$ cat src/rtl/btn_pkg.sv
// Shared definitions for the debounced button counter: FSM state encoding
// and default sizing constants.
package btn_pkg;

  typedef enum logic [1:0] {
    IDLE         = 2'd0,
    WAIT_PRESS   = 2'd1,
    PRESSED      = 2'd2,
    WAIT_RELEASE = 2'd3
  } state_t;

  // 20 ms of stability at a 100 MHz system clock
  localparam int DEFAULT_DB_CYCLES = 2000000;

  localparam int DEFAULT_LED_BIT = 8;

endpackage

$ cat src/rtl/debounce_fsm.sv
// Two-flop synchroniser plus stable-time debounce FSM for one push-button.
// Produces the registered debounced level and a combinational strobe that is
// high on the clock edge where a press is accepted. With AUTO_REPEAT_EN the
// block also reports when the button is being held in the PRESSED state.
module debounce_fsm
  import btn_pkg::*;
#(
  parameter int DB_CYCLES = DEFAULT_DB_CYCLES
) (
  input  logic clk,
  input  logic rst_n,
  input  logic btn,
`ifdef AUTO_REPEAT_EN
  output logic hold_pressed,
`endif
  output logic press_set,
  output logic btn_level
);

  localparam int CNT_W = $clog2(DB_CYCLES);
  localparam logic [CNT_W-1:0] CNT_MAX = CNT_W'(DB_CYCLES - 1);

  logic [1:0]       sync_q, sync_d;
  logic             s;
  state_t           state_q, state_d;
  logic [CNT_W-1:0] cnt_q, cnt_d;
  logic             btn_level_q, btn_level_d;

  assign s         = sync_q[1];
  assign btn_level = btn_level_q;

  // Shift the raw pin through two flops before anything looks at it
  always_comb begin
    sync_d = {sync_q[0], btn};
  end

  // Next state, stability counter and press strobe; the counter restarts
  // whenever the synchronised level disagrees with the pending transition
  always_comb begin
    state_d   = state_q;
    cnt_d     = cnt_q;
    press_set = 1'b0;
    case (state_q)
      IDLE: begin
        if (s) begin
          state_d = WAIT_PRESS;
          cnt_d   = '0;
        end
      end
      WAIT_PRESS: begin
        if (!s) begin
          state_d = IDLE;
          cnt_d   = '0;
        end else if (cnt_q == CNT_MAX) begin
          state_d   = PRESSED;
          cnt_d     = '0;
          press_set = 1'b1;
        end else begin
          cnt_d = cnt_q + CNT_W'(1);
        end
      end
      PRESSED: begin
        if (!s) begin
          state_d = WAIT_RELEASE;
          cnt_d   = '0;
        end
      end
      WAIT_RELEASE: begin
        if (s) begin
          state_d = PRESSED;
          cnt_d   = '0;
        end else if (cnt_q == CNT_MAX) begin
          state_d = IDLE;
          cnt_d   = '0;
        end else begin
          cnt_d = cnt_q + CNT_W'(1);
        end
      end
      default: begin
        state_d = IDLE;
        cnt_d   = '0;
      end
    endcase
    btn_level_d = (state_d == PRESSED) || (state_d == WAIT_RELEASE);
  end

`ifdef AUTO_REPEAT_EN
  assign hold_pressed = (state_q == PRESSED) && (state_d == PRESSED);
`endif

  // State, counter, level and synchroniser registers with synchronous reset
  always_ff @(posedge clk) begin
    if (!rst_n) begin
      sync_q      <= '0;
      state_q     <= IDLE;
      cnt_q       <= '0;
      btn_level_q <= 1'b0;
    end else begin
      sync_q      <= sync_d;
      state_q     <= state_d;
      cnt_q       <= cnt_d;
      btn_level_q <= btn_level_d;
    end
  end

endmodule

$ cat src/rtl/btn_debounce_counter.sv
// Debounced push-button driving a wrapping binary LED counter.
// Optional macro AUTO_REPEAT_EN adds hold-to-repeat: after REPEAT_DELAY
// cycles held, extra press pulses are produced every REPEAT_PERIOD cycles.
module btn_debounce_counter
  import btn_pkg::*;
#(
  parameter int LED_bit   = DEFAULT_LED_BIT,
  parameter int DB_CYCLES = DEFAULT_DB_CYCLES
`ifdef AUTO_REPEAT_EN
  ,
  parameter int REPEAT_DELAY  = 50000000,
  parameter int REPEAT_PERIOD = 10000000
`endif
) (
  input  logic               clk,
  input  logic               rst_n,
  input  logic               btn,
  output logic               btn_level,
  output logic               press_pulse,
  output logic [LED_bit-1:0] LED
);

  logic               press_set;
  logic               press_pulse_q, press_pulse_d;
  logic [LED_bit-1:0] led_q, led_d;

`ifdef AUTO_REPEAT_EN
  localparam int REP_W = $clog2(REPEAT_DELAY);

  logic             hold_pressed;
  logic [REP_W-1:0] rep_cnt_q, rep_cnt_d;
  logic             rep_fire;
`endif

  debounce_fsm #(
    .DB_CYCLES(DB_CYCLES)
  ) u_debounce_fsm (
    .clk         (clk),
    .rst_n       (rst_n),
    .btn         (btn),
`ifdef AUTO_REPEAT_EN
    .hold_pressed(hold_pressed),
`endif
    .press_set   (press_set),
    .btn_level   (btn_level)
  );

`ifdef AUTO_REPEAT_EN
  // Hold timer: cleared whenever PRESSED is entered or left, reloaded so
  // that later repeats come one period apart instead of one full delay
  always_comb begin
    rep_fire  = 1'b0;
    rep_cnt_d = '0;
    if (hold_pressed) begin
      if (rep_cnt_q == REP_W'(REPEAT_DELAY - 1)) begin
        rep_fire  = 1'b1;
        rep_cnt_d = REP_W'(REPEAT_DELAY - REPEAT_PERIOD);
      end else begin
        rep_cnt_d = rep_cnt_q + REP_W'(1);
      end
    end
  end

  // Hold timer register
  always_ff @(posedge clk) begin
    if (!rst_n) begin
      rep_cnt_q <= '0;
    end else begin
      rep_cnt_q <= rep_cnt_d;
    end
  end
`endif

  // Merge press sources into one strobe and advance the LED count on it,
  // rolling over from all-ones back to zero
  always_comb begin
`ifdef AUTO_REPEAT_EN
    press_pulse_d = press_set | rep_fire;
`else
    press_pulse_d = press_set;
`endif
    led_d = led_q;
    if (press_pulse_d) begin
      if (led_q == '1) begin
        led_d = '0;
      end else begin
        led_d = led_q + LED_bit'(1);
      end
    end
  end

  // Output registers so the strobe and count change on the same edge
  always_ff @(posedge clk) begin
    if (!rst_n) begin
      press_pulse_q <= 1'b0;
      led_q         <= '0;
    end else begin
      press_pulse_q <= press_pulse_d;
      led_q         <= led_d;
    end
  end

  assign press_pulse = press_pulse_q;
  assign LED         = led_q;

endmodule

$ cat config.mk
export PLATFORM = sky130hd
export DESIGN_NAME = btn_debounce_counter
export DESIGN_NICKNAME = d
export VERILOG_FILES = /design/src/rtl/btn_pkg.sv /design/src/rtl/debounce_fsm.sv /design/src/rtl/btn_debounce_counter.sv
export SDC_FILE = /design/constraint.sdc
export NUM_CORES = 1
export LEC_CHECK = 0
export BUFFER_PORTS_ARGS = -buffer_cell sky130_fd_sc_hd__buf_2
export CELL_PAD_IN_SITES_DETAIL_PLACEMENT = 1
export CELL_PAD_IN_SITES_GLOBAL_PLACEMENT = 2
export CORE_MARGIN = 4
export CORE_UTILIZATION = 32
export CTS_BUF_LIST = sky130_fd_sc_hd__clkbuf_4 sky130_fd_sc_hd__clkbuf_8 sky130_fd_sc_hd__clkbuf_16
export DETAILED_ROUTE_END_ITERATION = 6
export PLACE_DENSITY_LB_ADDON = 0.25
export SLEW_MARGIN = 20
export SYNTH_ARGS = -nofsm -noshare
export SYNTH_HDL_FRONTEND = slang
export SYNTH_SLANG_ARGS = --single-unit
$ cat constraint.sdc
create_clock -name clk -period 2.1 [get_ports clk]
set_input_delay 0.21 -clock clk [delete_from_list [all_inputs] [get_ports clk]]
set_output_delay 0.21 -clock clk [all_outputs]
set_load 0.01 [all_outputs]
==> flow_summary.ini <==
[outcome]
status = finished clean

[worst_setup_path]
cp-end-kind = register
arrival_ns = 2.27
reg2reg_to = LED[3]$_SDFFE_PN0P_
start_kind = register
cp.required_ns = 2.33
r2r_cells = 6
crit_fanout = 7
critical_path.startpoint = u_debounce_fsm.cnt_q[0]$_SDFFE_PN0P_
r2r-start = u_debounce_fsm.cnt_q[0]$_SDFFE_PN0P_
criticalPathCategory = reg -> reg
cp-endpoint = LED[3]$_SDFFE_PN0P_
r2r_slack_ns = 0.06

[route]
wire_per_inst_um = 17.4
dr.pass1.iters = 4
drtAntennaViolNets = 0
drt_iter0_drc = 54
drc = 0
postRouteWirelength_mm = 5.86
via_count = 1837
via_per_inst = 5.47

[timing]
final.setup.tns_ns = 0
fmax_ghz = 0.490
max_slew.worst_pin.slew_ns = 0.388
drv_slew = 0
setup_viol = 0
final_hold_viol_count = 0
relSlewSlack_pct = 73.5
timing.final.crit_share_pct = 97.1
fin_crit_ns = 2.04
skew_ns = 0.00941

[clock_tree]
cts_buffers = 5
postCtsHoldBufs = 0
clk_pin_slew_worst_paths_ns = 0.08
cts.sinks = 35
insertion_delay_ns = 0.29
cts_root_buffer = clkbuf_8
cts_tree = built
clock_path_buffers = 2
cts_max_level = 2

[floorplan]
num_rows = 26
die_area_um2 = 6810
die_w_um = 82.5
ios = 13
start_util_pct = 33.9
die_y_um = 82.5
core_um2 = 5240

[logic_synthesis]
synth_cell_type_count = 47
synth_fp_nets = 215
ys_seq_area_share_pct = 39.4
synthArstFlopShare_pct = 0
ys_ff_latch = 35
ys.flop_type = dfxtp_1
syn_area_per_cell_um2 = 8.46
syn_inst = 210
ys.warnings.count = 0
synth_edf_count = 0
synth_area_um2 = 1780

[power_and_ir_drop]
p_int_w = 0.00106
ir_worst_vdd_mv = 0.281
clkPwrFrac_pct = 47.4
seq_power_share_pct = 49.3
switchingPower_w = 0.000287
combPwrFrac_pct = 3.3
power_switching_share_pct = 21.3
leakage_nw = 0.902
p_per_area_nw_per_um2 = 570

[placed_design]
place_congestion = 0.837
hpwl_mm = 4.48
numPortBuffers = 12
placed_cells = 325

[finish]
fin_util_pct = 45.2
layout-drive-gt1-share_pct = 29.7
fillerInstances = 635
final_cells = 336
syn_to_final_growth_pct = 33.4
num-nets-final = 270
diodes = 0

[min_path]
hold_path_class = in -> reg

[global_route]
antenna_found_initial = 0
grt_start_max_net_pins = 14
grt_pass1_vias = 1952
grt_first_pass_wirelength_mm = 9.45
grt_overflow = 0
grtUsageTotal_pct = 18.4

[flow_run]
drv_cap = 0
[Yosys cell counts (all sizes together) (2+ instances only)]
library cell,instances,area (µm²)
nand4,10,62.6
and4,4,36.3
and3,6,40.0
o311ai,3,26.3
clkbuf,3,11.3
nand2,22,82.6
or3,7,51.3
nor2,18,67.6
or4,2,15.0
xnor2,5,43.8
nor3,7,35.0
nand4b,3,26.3
inv,4,15.0
dfxtp,35,701
nor2b,2,12.5
xor2,4,35.0
nor4,3,18.8
mux2i,4,40.0
nand3,12,72.6
o21ai,9,45.0
a2111oi,2,17.5
o211ai,3,22.5
nand2b,2,12.5
nor4b,5,43.8
and2,8,52.6
a31oi,3,18.8
ha,2,25.0
a21oi,10,50.1
[critical path, cell delays in order, from the launching register on]
cell,delay [ns]
dfxtp_2,0.36
ha_4,0.16
nand3_4,0.07
or3_4,0.35
or3_4,0.43
or4_1,0.48
a21oi_1,0.12
[cell type report]
cell class,instances,area [µm²],area share [%]
flip-flops and latches,35,706,29.8
clock buffers,6,82.6,3.48
inverters,4,15.0,0.634
clock inverters,2,35.0,1.48
repair buffers,53,368,15.5
well taps,70,87.6,3.70
multi-input cells,166,1080,45.4
[power groups by stage]
| stage | combinational (W) | clock, W | sequential (W) |
|---|---|---|---|
| after detailed placement | 0.0000448 | 0 | 0.000683 |
| after CTS | 0.0000448 | 0.000653 | 0.000667 |
| after global routing | 0.0000480 | 0.000679 | 0.000666 |
| final | 0.0000449 | 0.000639 | 0.000666 |
| after floorplan | 0.0000207 | 0 | 0.000683 |
| after global placement | 0.0000432 | 0 | 0.000682 |
[repair_timing]
item	CTS	global route
gates cloned	0	0
resized for setup	2	4
setup buffers	0	3
pin swaps	0	5
endpoints found under the setup margin	2	4
[worst min-delay path by stage]
| stage | slack [ns] | depth (start not counted) | to | start |
|---|---|---|---|---|
| floorplan | 0.34 | 1 | u_debounce_fsm.sync_q[0]$_SDFF_PN0_ | btn |
| global placement | 0.42 | 1 | u_debounce_fsm.sync_q[1]$_SDFF_PN0_ | u_debounce_fsm.sync_q[0]$_SDFF_PN0_ |
| detailed placement | 0.43 | 2 | u_debounce_fsm.sync_q[0]$_SDFF_PN0_ | btn |
| CTS | 0.12 | 2 | u_debounce_fsm.sync_q[0]$_SDFF_PN0_ | btn |
| global route | 0.13 | 2 | u_debounce_fsm.sync_q[0]$_SDFF_PN0_ | btn |
| finish | 0.12 | 2 | u_debounce_fsm.sync_q[0]$_SDFF_PN0_ | btn |
[sequential cells by signal, summed over array words and instances, names as in the netlist]
register                  cells
LED                           8
u_debounce_fsm.state_q        2
press_pulse                   1
u_debounce_fsm.sync_q         2
u_debounce_fsm.btn_level      1
u_debounce_fsm.cnt_q         21
[kinds of logic (layout without fill, tap and decap cells)]
family	count (synthesis)	count (layout)	share of synthesized area, %
buf+inv	9	65	2.25
compound gates	36	36	13.0
simple gates	115	115	37.2
fa+ha+maj	2	2	1.41
flops	35	35	39.4
mux	4	4	2.25
xor+xnor	9	9	4.44
[routing by layer]
metal | vias up | track usage [%] | routed length [µm]
li1 | 892 | - | -
met1 | 905 | 20.2 | 2520
met2 | 29 | 34.9 | 3080
met3 | 11 | 3.58 | 183
met4 | 0 | 5.72 | 74
met5 | - | 0 | 0
[stage by stage]
stage | hold slack, ns | area, µm² | setup slack (ns) | power, W
after global routing | 0.128 | 2370 | -0.00369 | 0.00139
final | 0.120 | 2370 | 0.0599 | 0.00135
after global placement | 0.423 | 2200 | 0.0288 | 0.000725
after detailed placement | 0.427 | 2200 | -0.0417 | 0.000727
after CTS | 0.118 | 2330 | 0.0121 | 0.00137
after floorplan | 0.337 | 1800 | 0.00911 | 0.000703
[cells in the final DEF, fill, tap and decap left out, types with 2 or more instances in the layout]
cell type	n
buf_4	41
dfxtp_1	33
nand2_1	22
nor2_1	18
buf_2	12
nand3_1	11
nand4_1	10
a21oi_1	9
o21ai_0	8
nor3_1	7
and2_1	6
clkbuf_8	6
xnor2_1	5
and3_1	4
xor2_1	4
inv_1	4
mux2i_1	4
and4_1	3
a31oi_1	3
nor4b_1	3
nor4_1	3
nand4b_1	3
o311ai_0	3
o211ai_1	3
or3_1	3
and2_2	2
nor4b_2	2
or3_4	2
a2111oi_0	2
and3_2	2
nor2b_1	2
nand2b_1	2
or4_1	2
or3_2	2
Power figures use the tool's default switching activity.
